File: src/rtl/ask_tx.sv
// ASK frame serializer: preamble (1 bit/clk), then syncword and payload bytes (1 symbol per SYMBCLK_PRESCALER clks), BYTE_GAP zero symbols after each byte.
// Latency: first preamble bit appears on serialout the clk after the accepting transfer; serialout is registered.
// Backpressure: tx_ready is high in IDLE, and during SYNC/DATA/GAP while the one-deep next buffer is empty and no last byte was taken.
//
// Ports:
//   clk        system clock, all logic on posedge
//   reset      asynchronous active-low reset
//   tx_data    payload byte, sampled only on a transfer (tx_valid & tx_ready)
//   tx_valid   tx_data/tx_last valid
//   tx_last    byte closes the frame
//   tx_ready   byte accepted this cycle when tx_valid is high
//   serialout  registered on-air bit stream
//   busy       frame in progress
//   done       one-clk pulse after the final gap of a frame
//   underrun   one-clk pulse when a frame ends because no next byte arrived in time
module ask_tx #(
    parameter int                        PREAMBLE_WIDTH    = 32,
    parameter logic [PREAMBLE_WIDTH-1:0] PREAMBLE          = 32'hF0F0F0F0,
    parameter int                        SYNCWORD_WIDTH    = 8,
    parameter logic [SYNCWORD_WIDTH-1:0] SYNCWORD          = 8'b11100101,
    parameter int                        SYMBCLK_PRESCALER = 4,
    parameter int                        PACKLEN           = 8,
    parameter int                        BYTE_GAP          = 1
) (
    input  logic               clk,
    input  logic               reset,
    input  logic [PACKLEN-1:0] tx_data,
    input  logic               tx_valid,
    input  logic               tx_last,
    output logic               tx_ready,
    output logic               serialout,
    output logic               busy,
    output logic               done,
    output logic               underrun
);

    localparam logic [2:0] ST_IDLE = 3'd0;
    localparam logic [2:0] ST_PRE  = 3'd1;
    localparam logic [2:0] ST_SYNC = 3'd2;
    localparam logic [2:0] ST_DATA = 3'd3;
    localparam logic [2:0] ST_GAP  = 3'd4;

    localparam int LEN_A  = (PREAMBLE_WIDTH > SYNCWORD_WIDTH) ? PREAMBLE_WIDTH : SYNCWORD_WIDTH;
    localparam int LEN_B  = (PACKLEN > BYTE_GAP) ? PACKLEN : BYTE_GAP;
    localparam int MAXLEN = (LEN_A > LEN_B) ? LEN_A : LEN_B;
    localparam int CNT_W  = $clog2(MAXLEN) + 1;
    localparam int SYM_W  = $clog2(SYMBCLK_PRESCALER) + 1;

    logic [2:0]         state, state_n;
    logic [CNT_W-1:0]   bit_idx, bit_n;
    logic [SYM_W-1:0]   sym_cnt, sym_n;
    logic [PACKLEN-1:0] cur_byte, cur_n;
    logic               cur_last, cur_last_n;
    logic [PACKLEN-1:0] nxt_byte, nxt_byte_n;
    logic               nxt_last, nxt_last_n;
    logic               nxt_full, nxt_full_n;
    logic               last_taken, last_taken_n;
    logic               done_n, underrun_n;
    logic               line_n;

    logic               xfer;
    logic               sym_state;
    logic               sym_wrap;
    logic               seg_end;
    logic [CNT_W-1:0]   seg_last;

    logic [PREAMBLE_WIDTH-1:0] pre_sh;
    logic [SYNCWORD_WIDTH-1:0] sync_sh;
    logic [PACKLEN-1:0]        data_sh;

    assign sym_state = (state == ST_SYNC) || (state == ST_DATA) || (state == ST_GAP);
    // Gated by reset so the host sees no ready while the block is held in reset.
    assign tx_ready  = reset & ((state == ST_IDLE) | (sym_state & ~nxt_full & ~last_taken));
    assign xfer      = tx_valid & tx_ready;
    assign busy      = (state != ST_IDLE);
    assign sym_wrap  = (sym_cnt == SYM_W'(SYMBCLK_PRESCALER - 1));

    always_comb begin
        seg_last = '0;
        case (state)
            ST_SYNC: seg_last = CNT_W'(SYNCWORD_WIDTH - 1);
            ST_DATA: seg_last = CNT_W'(PACKLEN - 1);
            ST_GAP:  seg_last = CNT_W'(BYTE_GAP - 1);
            default: seg_last = '0;
        endcase
    end

    assign seg_end = sym_state & sym_wrap & (bit_idx == seg_last);

    always_comb begin
        state_n      = state;
        bit_n        = bit_idx;
        sym_n        = sym_cnt;
        cur_n        = cur_byte;
        cur_last_n   = cur_last;
        nxt_byte_n   = nxt_byte;
        nxt_last_n   = nxt_last;
        nxt_full_n   = nxt_full;
        last_taken_n = last_taken;
        done_n       = 1'b0;
        underrun_n   = 1'b0;

        // Any transfer outside IDLE lands in the next buffer; the GAP exit
        // below may instead route it straight into the current register.
        if (xfer && (state != ST_IDLE)) begin
            nxt_full_n   = 1'b1;
            nxt_byte_n   = tx_data;
            nxt_last_n   = tx_last;
            last_taken_n = last_taken | tx_last;
        end

        // Symbol-rate counters shared by SYNC, DATA and GAP.
        if (sym_state) begin
            if (sym_wrap) begin
                sym_n = '0;
                bit_n = seg_end ? '0 : bit_idx + CNT_W'(1);
            end else begin
                sym_n = sym_cnt + SYM_W'(1);
            end
        end

        case (state)
            ST_IDLE: begin
                if (xfer) begin
                    state_n      = ST_PRE;
                    bit_n        = '0;
                    sym_n        = '0;
                    cur_n        = tx_data;
                    cur_last_n   = tx_last;
                    last_taken_n = tx_last;
                    nxt_full_n   = 1'b0;
                end
            end
            ST_PRE: begin
                if (bit_idx == CNT_W'(PREAMBLE_WIDTH - 1)) begin
                    state_n = ST_SYNC;
                    bit_n   = '0;
                    sym_n   = '0;
                end else begin
                    bit_n = bit_idx + CNT_W'(1);
                end
            end
            ST_SYNC: if (seg_end) state_n = ST_DATA;
            ST_DATA: if (seg_end) state_n = ST_GAP;
            ST_GAP: begin
                if (seg_end) begin
                    if (cur_last) begin
                        state_n      = ST_IDLE;
                        done_n       = 1'b1;
                        last_taken_n = 1'b0;
                        nxt_full_n   = 1'b0;
                    end else if (nxt_full) begin
                        state_n    = ST_DATA;
                        cur_n      = nxt_byte;
                        cur_last_n = nxt_last;
                        nxt_full_n = 1'b0;
                    end else if (xfer) begin
                        // Byte arriving on the last gap clk goes directly to DATA.
                        state_n    = ST_DATA;
                        cur_n      = tx_data;
                        cur_last_n = tx_last;
                        nxt_full_n = 1'b0;
                    end else begin
                        state_n      = ST_IDLE;
                        underrun_n   = 1'b1;
                        last_taken_n = 1'b0;
                    end
                end
            end
            default: begin
                state_n = ST_IDLE;
                bit_n   = '0;
                sym_n   = '0;
            end
        endcase
    end

    // serialout is computed from next-state values so the line is registered
    // yet shows the first preamble bit one clk after the accepting transfer.
    always_comb begin
        pre_sh  = PREAMBLE << bit_n;
        sync_sh = SYNCWORD << bit_n;
        data_sh = cur_n << bit_n;
        line_n  = 1'b0;
        case (state_n)
            ST_PRE:  line_n = pre_sh[PREAMBLE_WIDTH-1];
            ST_SYNC: line_n = sync_sh[SYNCWORD_WIDTH-1];
            ST_DATA: line_n = data_sh[PACKLEN-1];
            default: line_n = 1'b0;
        endcase
    end

    always_ff @(posedge clk or negedge reset) begin
        if (!reset) begin
            state      <= ST_IDLE;
            bit_idx    <= '0;
            sym_cnt    <= '0;
            cur_byte   <= '0;
            cur_last   <= 1'b0;
            nxt_byte   <= '0;
            nxt_last   <= 1'b0;
            nxt_full   <= 1'b0;
            last_taken <= 1'b0;
            serialout  <= 1'b0;
            done       <= 1'b0;
            underrun   <= 1'b0;
        end else begin
            state      <= state_n;
            bit_idx    <= bit_n;
            sym_cnt    <= sym_n;
            cur_byte   <= cur_n;
            cur_last   <= cur_last_n;
            nxt_byte   <= nxt_byte_n;
            nxt_last   <= nxt_last_n;
            nxt_full   <= nxt_full_n;
            last_taken <= last_taken_n;
            serialout  <= line_n;
            done       <= done_n;
            underrun   <= underrun_n;
        end
    end

endmodule

File: config.mk
export PLATFORM = sky130hd
export DESIGN_NAME = ask_tx
export DESIGN_NICKNAME = d
export VERILOG_FILES = /design/src/rtl/ask_tx.sv
export SDC_FILE = /design/constraint.sdc
export NUM_CORES = 1
export LEC_CHECK = 0
export ABC_AREA = 0
export CELL_PAD_IN_SITES_DETAIL_PLACEMENT = 1
export CELL_PAD_IN_SITES_GLOBAL_PLACEMENT = 1
export CORE_MARGIN = 3
export CORE_UTILIZATION = 48
export DETAILED_ROUTE_END_ITERATION = 7
export PLACE_DENSITY_LB_ADDON = 0.12
export SETUP_SLACK_MARGIN = 0.05
export SLEW_MARGIN = 10
export SYNTH_ARGS = -nofsm -noshare
export SYNTH_HDL_FRONTEND = slang
export SYNTH_SLANG_ARGS = --single-unit
File: constraint.sdc
create_clock -name clk -period 4.02 [get_ports clk]
set_clock_uncertainty 0.15 [all_clocks]
set_input_delay 0.804 -clock clk [delete_from_list [all_inputs] [get_ports clk]]
set_output_delay 0.804 -clock clk [all_outputs]
set_load 0.03 [all_outputs]
==> impl_metrics.ini, run 1 <==
[detailed_routing]
ant_nets = 0
viasPerCell = 6.35
finalWirelength_mm = 7.07
drt-pass1-iter-count = 4
drt_iter0_markers = 219
highest_layer = met4
drcViolationCount = 0
route.met3.wl_um = 468
met1Wirelength_mm = 3.05
route.vias.total = 2262
routedWlPerCell_um = 19.8
met2_length_mm = 3.41

[floorplan]
start_util_pct = 51.9
die_h_um = 76.2
core_sq_um = 4560
dieArea_sq_um = 5810
boundaryPins = 17
fp-row-count = 24
dieWidth_um = 76.2

[synth]
synth_nets = 287
synth_mux_area_share_pct = 7.29
yosys.area_share.xor_xnor_pct = 0.740
avgSynthCellArea_sq_um = 8.67
synth_compound_area_share_pct = 26.5
yosys.area_share.simple_pct = 22.6
synth_flop_cell = dfrtp_1
syn_inst = 273
yosysWarnings = 0
synth_edf_count = 0
synthArstFlopShare_pct = 100
seq_area_frac_synth_pct = 37.0
synth-adder-area-share_pct = 1.06
synth_cell_types = 58
syn_area_sq_um = 2370
synth_top_family_by_area = compound AO/OA/AOI/OAI gates
ys_ff_latch = 35

[worst_setup_path]
critPathArrivalTime_ns = 3.50
r2r-start = state[2]
end_kind = flip-flop
cp_cell_sequence = nor2b_1, o21ai_1, a21oi_1, a221oi_2, inv_2, mux2_2, a211oi_1, o32ai_2
worst-r2r-cell-count = 8
crit_type = reg -> reg
cp-start-kind = flip-flop
r2r_slack_ns = 0.54
cp.required_ns = 4.04
slowest_delay_ns = 0.85
path_max_fanout = 26
r2r_end = serialout
cpMaxStageDelayCell = dfrtp_1

[run_status]
run_status = completed

[cells_and_area]
final_cell_count_no_fill = 356
drive_above_1_share_pct = 14.1
fin_util_pct = 59.0
area_growth_pct = 13.7
num_antenna_cells = 0
nNetsFinal = 304

[global_routing]
antenna_found_initial = 0
grt_pass1_vias = 2312
grt_overflow = 0
grt_pass1_wl_mm = 11.9
grtUsageTotal_pct = 25.6
grt_max_degree = 27

[worst_hold_path]
hold_path_class = in -> async

[clock_network]
clkLatencyLatePin_ns = 0.30
cts_setup_buffers = 0
cts_tree = built
cts_root_buf = clkbuf_8
cts_buffer_depth = 2
ctsResizeCount = 0
cts_buffers = 5
cts-hold-fix-buffers = 0
h-tree-depth = 2
cts.clk_slew.worst_paths_ns = 0.08
cts_sinks = 35

[timing]
fmax_mhz = 287
period_minus_slack_ns = 3.48
worst_slew_pin_slew_ns = 0.771
setup_viol = 0
holdWs_ns = 0.253
slew_violations = 0
slew_headroom_pct = 48.6
finalHoldViolCount = 0
rsz0062_at_grt = no
period_share_pct = 86.6
fin_setup_tns_ns = 0

[placed_design]
place_congestion = 0.870
hpwl_mm = 5.25
place_inst = 348
io_buffers = 16

[power]
power_density_nw_per_um2 = 283
peakVddDrop_mv = 0.168
p_leak_nw = 1.08

[job]
maxCapViolations = 0
registers in the layout, summed over array words and instances, names as in the netlist:
name / flops
bit_idx: 6
state: 3
nxt_last: 1
cur_byte: 8
underrun: 1
sym_cnt: 3
cur_last: 1
last_taken: 1
nxt_full: 1
nxt_byte: 8
done: 1
serialout: 1
final cells by class:
type | count | area [sq um]
fillers | 559 | 1870
clock buffers | 8 | 100
multi-input cells | 213 | 1380
well taps | 65 | 81.3
repair buffers | 24 | 215
flip-flops and latches | 35 | 876
inverters | 11 | 41.3
cell families after synthesis:
kind of cell	Yosys count
AND/OR/NAND/NOR	106
XOR/XNOR	2
AO/OA/AOI/OAI	88
flip-flops	35
adder cells (fa/ha/maj)	2
multiplexers	15
buffers and inverters	25
power by group:
| group | total [mW] | switching [mW] | internal [mW] |
|---|---|---|---|
| Combinational | 0.0748 | 0.0374 | 0.0374 |
| Clock | 0.291 | 0.135 | 0.157 |
| Sequential | 0.394 | 0.0187 | 0.376 |
layer usage:
metal	up-vias	global-route usage, %
met5	-	0
met3	16	5.08
li1	1041	-
met2	77	41.8
met4	0	8.70
met1	1128	33.8
cell usage in the layout (no fill, tap or decap), types with 7 or more instances in the layout:
cell | netlist | routed
buf_4 | 1 | 8
clkdlybuf4s50_1 | 0 | 15
nand2_1 | 28 | 28
nor2_1 | 29 | 29
mux2_2 | 11 | 11
dfrtp_1 | 35 | 35
o21ai_0 | 20 | 20
inv_1 | 10 | 10
clkbuf_8 | 0 | 7
nor3_1 | 7 | 7
a21oi_1 | 19 | 19
through the flow:
step	instance area [sq um]	total power [mW]	setup WS, ns
floorplan	2370	0.438	0.942
CTS	2690	0.764	0.585
global route	2690	0.801	0.297
detailed placement	2590	0.476	0.349
finish	2690	0.760	0.541
global placement	2590	0.474	0.445
worst max path at each step:
stage,to,start,cells past startpoint
3_5_place_dp,serialout,tx_valid,9
6_report,serialout,state[2],8
3_3_place_gp,serialout,tx_valid,9
2_1_floorplan,serialout,tx_valid,9
5_1_grt,serialout,state[2],8
4_1_cts,serialout,state[2],8
synthesized netlist by cell type (3+ instances only):
cell	number	area, sq um
nand3_1	5	25.0
o31ai_1	3	22.5
and2_1	3	18.8
nand2_1	28	105
inv_1	10	37.5
or3_1	4	25.0
o21ai_0	20	100
nor4_1	4	25.0
a211oi_1	5	37.5
clkbuf_1	10	37.5
o22ai_1	4	25.0
nor3b_1	3	22.5
mux2_2	11	124
nor2b_1	6	37.5
o211ai_1	3	22.5
a22oi_1	3	22.5
nand4_1	3	18.8
a21oi_1	19	95.1
dfrtp_1	35	876
nand2b_1	6	37.5
nor2_1	29	109
a31oi_1	4	25.0
o22a_1	4	35.0
nor3_1	7	35.0
critical path: cells and delay by family, from the launching register on:
family / cells / cell delay (ns)
compound gates: 5 / 1.73
buf+inv: 1 / 0.12
flops: 1 / 0.85
mux: 1 / 0.29
simple gates: 1 / 0.22
No activity file was read; power rests on OpenSTA's default activity.
==> run 2: changes to the inputs <==
--- a/config.mk
+++ b/config.mk
@@ -10,7 +10,9 @@
 export CELL_PAD_IN_SITES_GLOBAL_PLACEMENT = 1
 export CORE_MARGIN = 3
 export CORE_UTILIZATION = 48
+export CTS_CLUSTER_DIAMETER = 150
 export DETAILED_ROUTE_END_ITERATION = 7
+export HOLD_SLACK_MARGIN = 0.1
 export PLACE_DENSITY_LB_ADDON = 0.12
 export SETUP_SLACK_MARGIN = 0.05
 export SLEW_MARGIN = 10
==> results of run 2 <==
No change in the layout: final DEF, timing and power equal those of run 1.
==> run 3: changes to the inputs <==
--- a/config.mk
+++ b/config.mk
@@ -6,7 +6,7 @@
 export NUM_CORES = 1
 export LEC_CHECK = 0
 export ABC_AREA = 0
-export CELL_PAD_IN_SITES_DETAIL_PLACEMENT = 1
+export CELL_PAD_IN_SITES_DETAIL_PLACEMENT = 0
 export CELL_PAD_IN_SITES_GLOBAL_PLACEMENT = 1
 export CORE_MARGIN = 3
 export CORE_UTILIZATION = 48
==> impl_metrics.ini, run 3 (same netlist as run 1, synthesis figures left out) <==
[floorplan]
boundaryPins = 17
core_sq_um = 4560
start_util_pct = 51.9
fp-row-count = 24
die_h_um = 76.2
dieWidth_um = 76.2
dieArea_sq_um = 5810

[worst_setup_path]
worst-r2r-cell-count = 8
cp_cell_sequence = nor2b_1, o21ai_1, a21oi_1, a221oi_2, inv_2, mux2_2, a211oi_1, o32ai_2
r2r_end = serialout
slowest_delay_ns = 0.84
cp_num_buf_inv = 1
crit_family = compound AO/OA/AOI/OAI gates
r2r_slack_ns = 0.64
crit_type = reg -> reg
path_max_fanout = 26
cpMaxStageDelayCell = dfrtp_1
critPathArrivalTime_ns = 3.42
end_kind = flip-flop
cp-start-kind = flip-flop
cp.required_ns = 4.05
r2r-start = state[2]

[cells_and_area]
final_cell_mix = dfrtp_1, nor2_1, nand2_1
area_growth_pct = 14.2
num_antenna_cells = 0
nNetsFinal = 304
fillers = 447
mostFrequentLayoutCell = dfrtp_1
reg_top3 = cur_byte x8, nxt_byte x8, bit_idx x6
fin_area_sq_um = 2700
drive_above_1_share_pct = 14.4

[worst_hold_path]
hold_path_class = in -> async

[detailed_routing]
viasPerCell = 5.98
drt_iter0_markers = 179
routedWlPerCell_um = 17.4
drcViolationCount = 0
drt-pass1-iter-count = 4
ant_nets = 0
route.vias.total = 2129
finalWirelength_mm = 6.19

[clock_network]
clkLatencyLatePin_ns = 0.30
cts.clk_slew.worst_paths_ns = 0.08
cts_setup_buffers = 0
cts_buffers = 5
cts-hold-fix-buffers = 0
cts_buffer_depth = 2
cts_sinks = 35
cts_tree = built
cts_root_buf = clkbuf_8
h-tree-depth = 2
ctsResizeCount = 0

[timing]
rsz0062_at_grt = no
period_share_pct = 84.2
period_minus_slack_ns = 3.38
fin_setup_tns_ns = 0
finalHoldViolCount = 0
setup_viol = 0
worst_slew_pin_slew_ns = 0.761
slew_violations = 0
slew_headroom_pct = 49.3
fmax_mhz = 295

[power]
p_clk_share_pct = 40.8
power_density_nw_per_um2 = 293
peakVddDrop_mv = 0.197
finalPower_mw = 0.791
p_switching_mw = 0.194
swShare_pct = 24.5
p_int_mw = 0.598
p_seq_share_pct = 49.7
p_leak_nw = 1.09
pwr-share-comb_pct = 9.4

[placed_design]
hpwl_mm = 4.67
place_congestion = 0.870
io_buffers = 16
postPlaceCellArea_sq_um = 2590

[global_routing]
grt_pass1_vias = 2080
grt_overflow = 0
grt_max_degree = 27
grt_pass1_wl_mm = 10.6
antenna_found_initial = 0
grtUsageTotal_pct = 22.6

[run_status]
run_status = completed

[job]
maxCapViolations = 0
[run 3: cell count changes in the layout (fill, tap and decap cells not counted), sizes merged]
cell,change
bufinv,+1
clkbuf,-3
clkinv,+2
[run 3: how the worst max path moves through the flow]
stage	cells past startpoint	endpoint	from	slack [ns]
after floorplan	9	serialout	tx_valid	0.94
after global placement	9	serialout	tx_valid	0.45
after detailed placement	9	serialout	tx_valid	0.39
after CTS	8	serialout	state[2]	0.68
after global routing	8	serialout	state[2]	0.41
final	8	serialout	state[2]	0.64
[run 3: cell type report]
| class | count | area (sq um) | share of cell area [%] |
|---|---|---|---|
| clock buffers | 5 | 68.8 | 2.55 |
| clock inverters | 3 | 43.8 | 1.62 |
| inverters | 11 | 41.3 | 1.53 |
| multi-input cells | 213 | 1380 | 50.9 |
| flip-flops and latches | 35 | 876 | 32.4 |
| well taps | 65 | 81.3 | 3.01 |
| repair buffers | 24 | 215 | 7.96 |
[run 3: worst reg2reg max path, stage by stage (launching register included)]
cell and delay (ns):
dfrtp_1 0.84, nor2b_1 0.22, o21ai_1 0.56, a21oi_1 0.18
a221oi_2 0.52, inv_2 0.11, mux2_2 0.29, a211oi_1 0.28
o32ai_2 0.13
[run 3: per-stage QoR]
step                instances  hold slack [ns]  setup WS (ns)  util [%]
floorplan                 273            0.302          0.942         -
global placement          348            0.325          0.445      56.8
detailed placement        348            0.324          0.392      56.8
CTS                       356            0.259          0.683      59.2
global route              356            0.271          0.409      59.2
finish                    356            0.246          0.636      59.2
[run 3: per-layer routing]
layer	wire length, um	GRT usage (%)
met4	65	5.43
met3	286	4.02
met5	0	0
met2	2860	35.7
met1	2980	32.0
[run 3: power groups by stage]
stage	Sequential [mW]	Combinational [mW]	Clock, mW
after floorplan	0.391	0.0473	0
after global placement	0.400	0.0737	0
after detailed placement	0.401	0.0749	0
after CTS	0.394	0.0754	0.329
after global routing	0.397	0.0821	0.347
final	0.394	0.0746	0.323
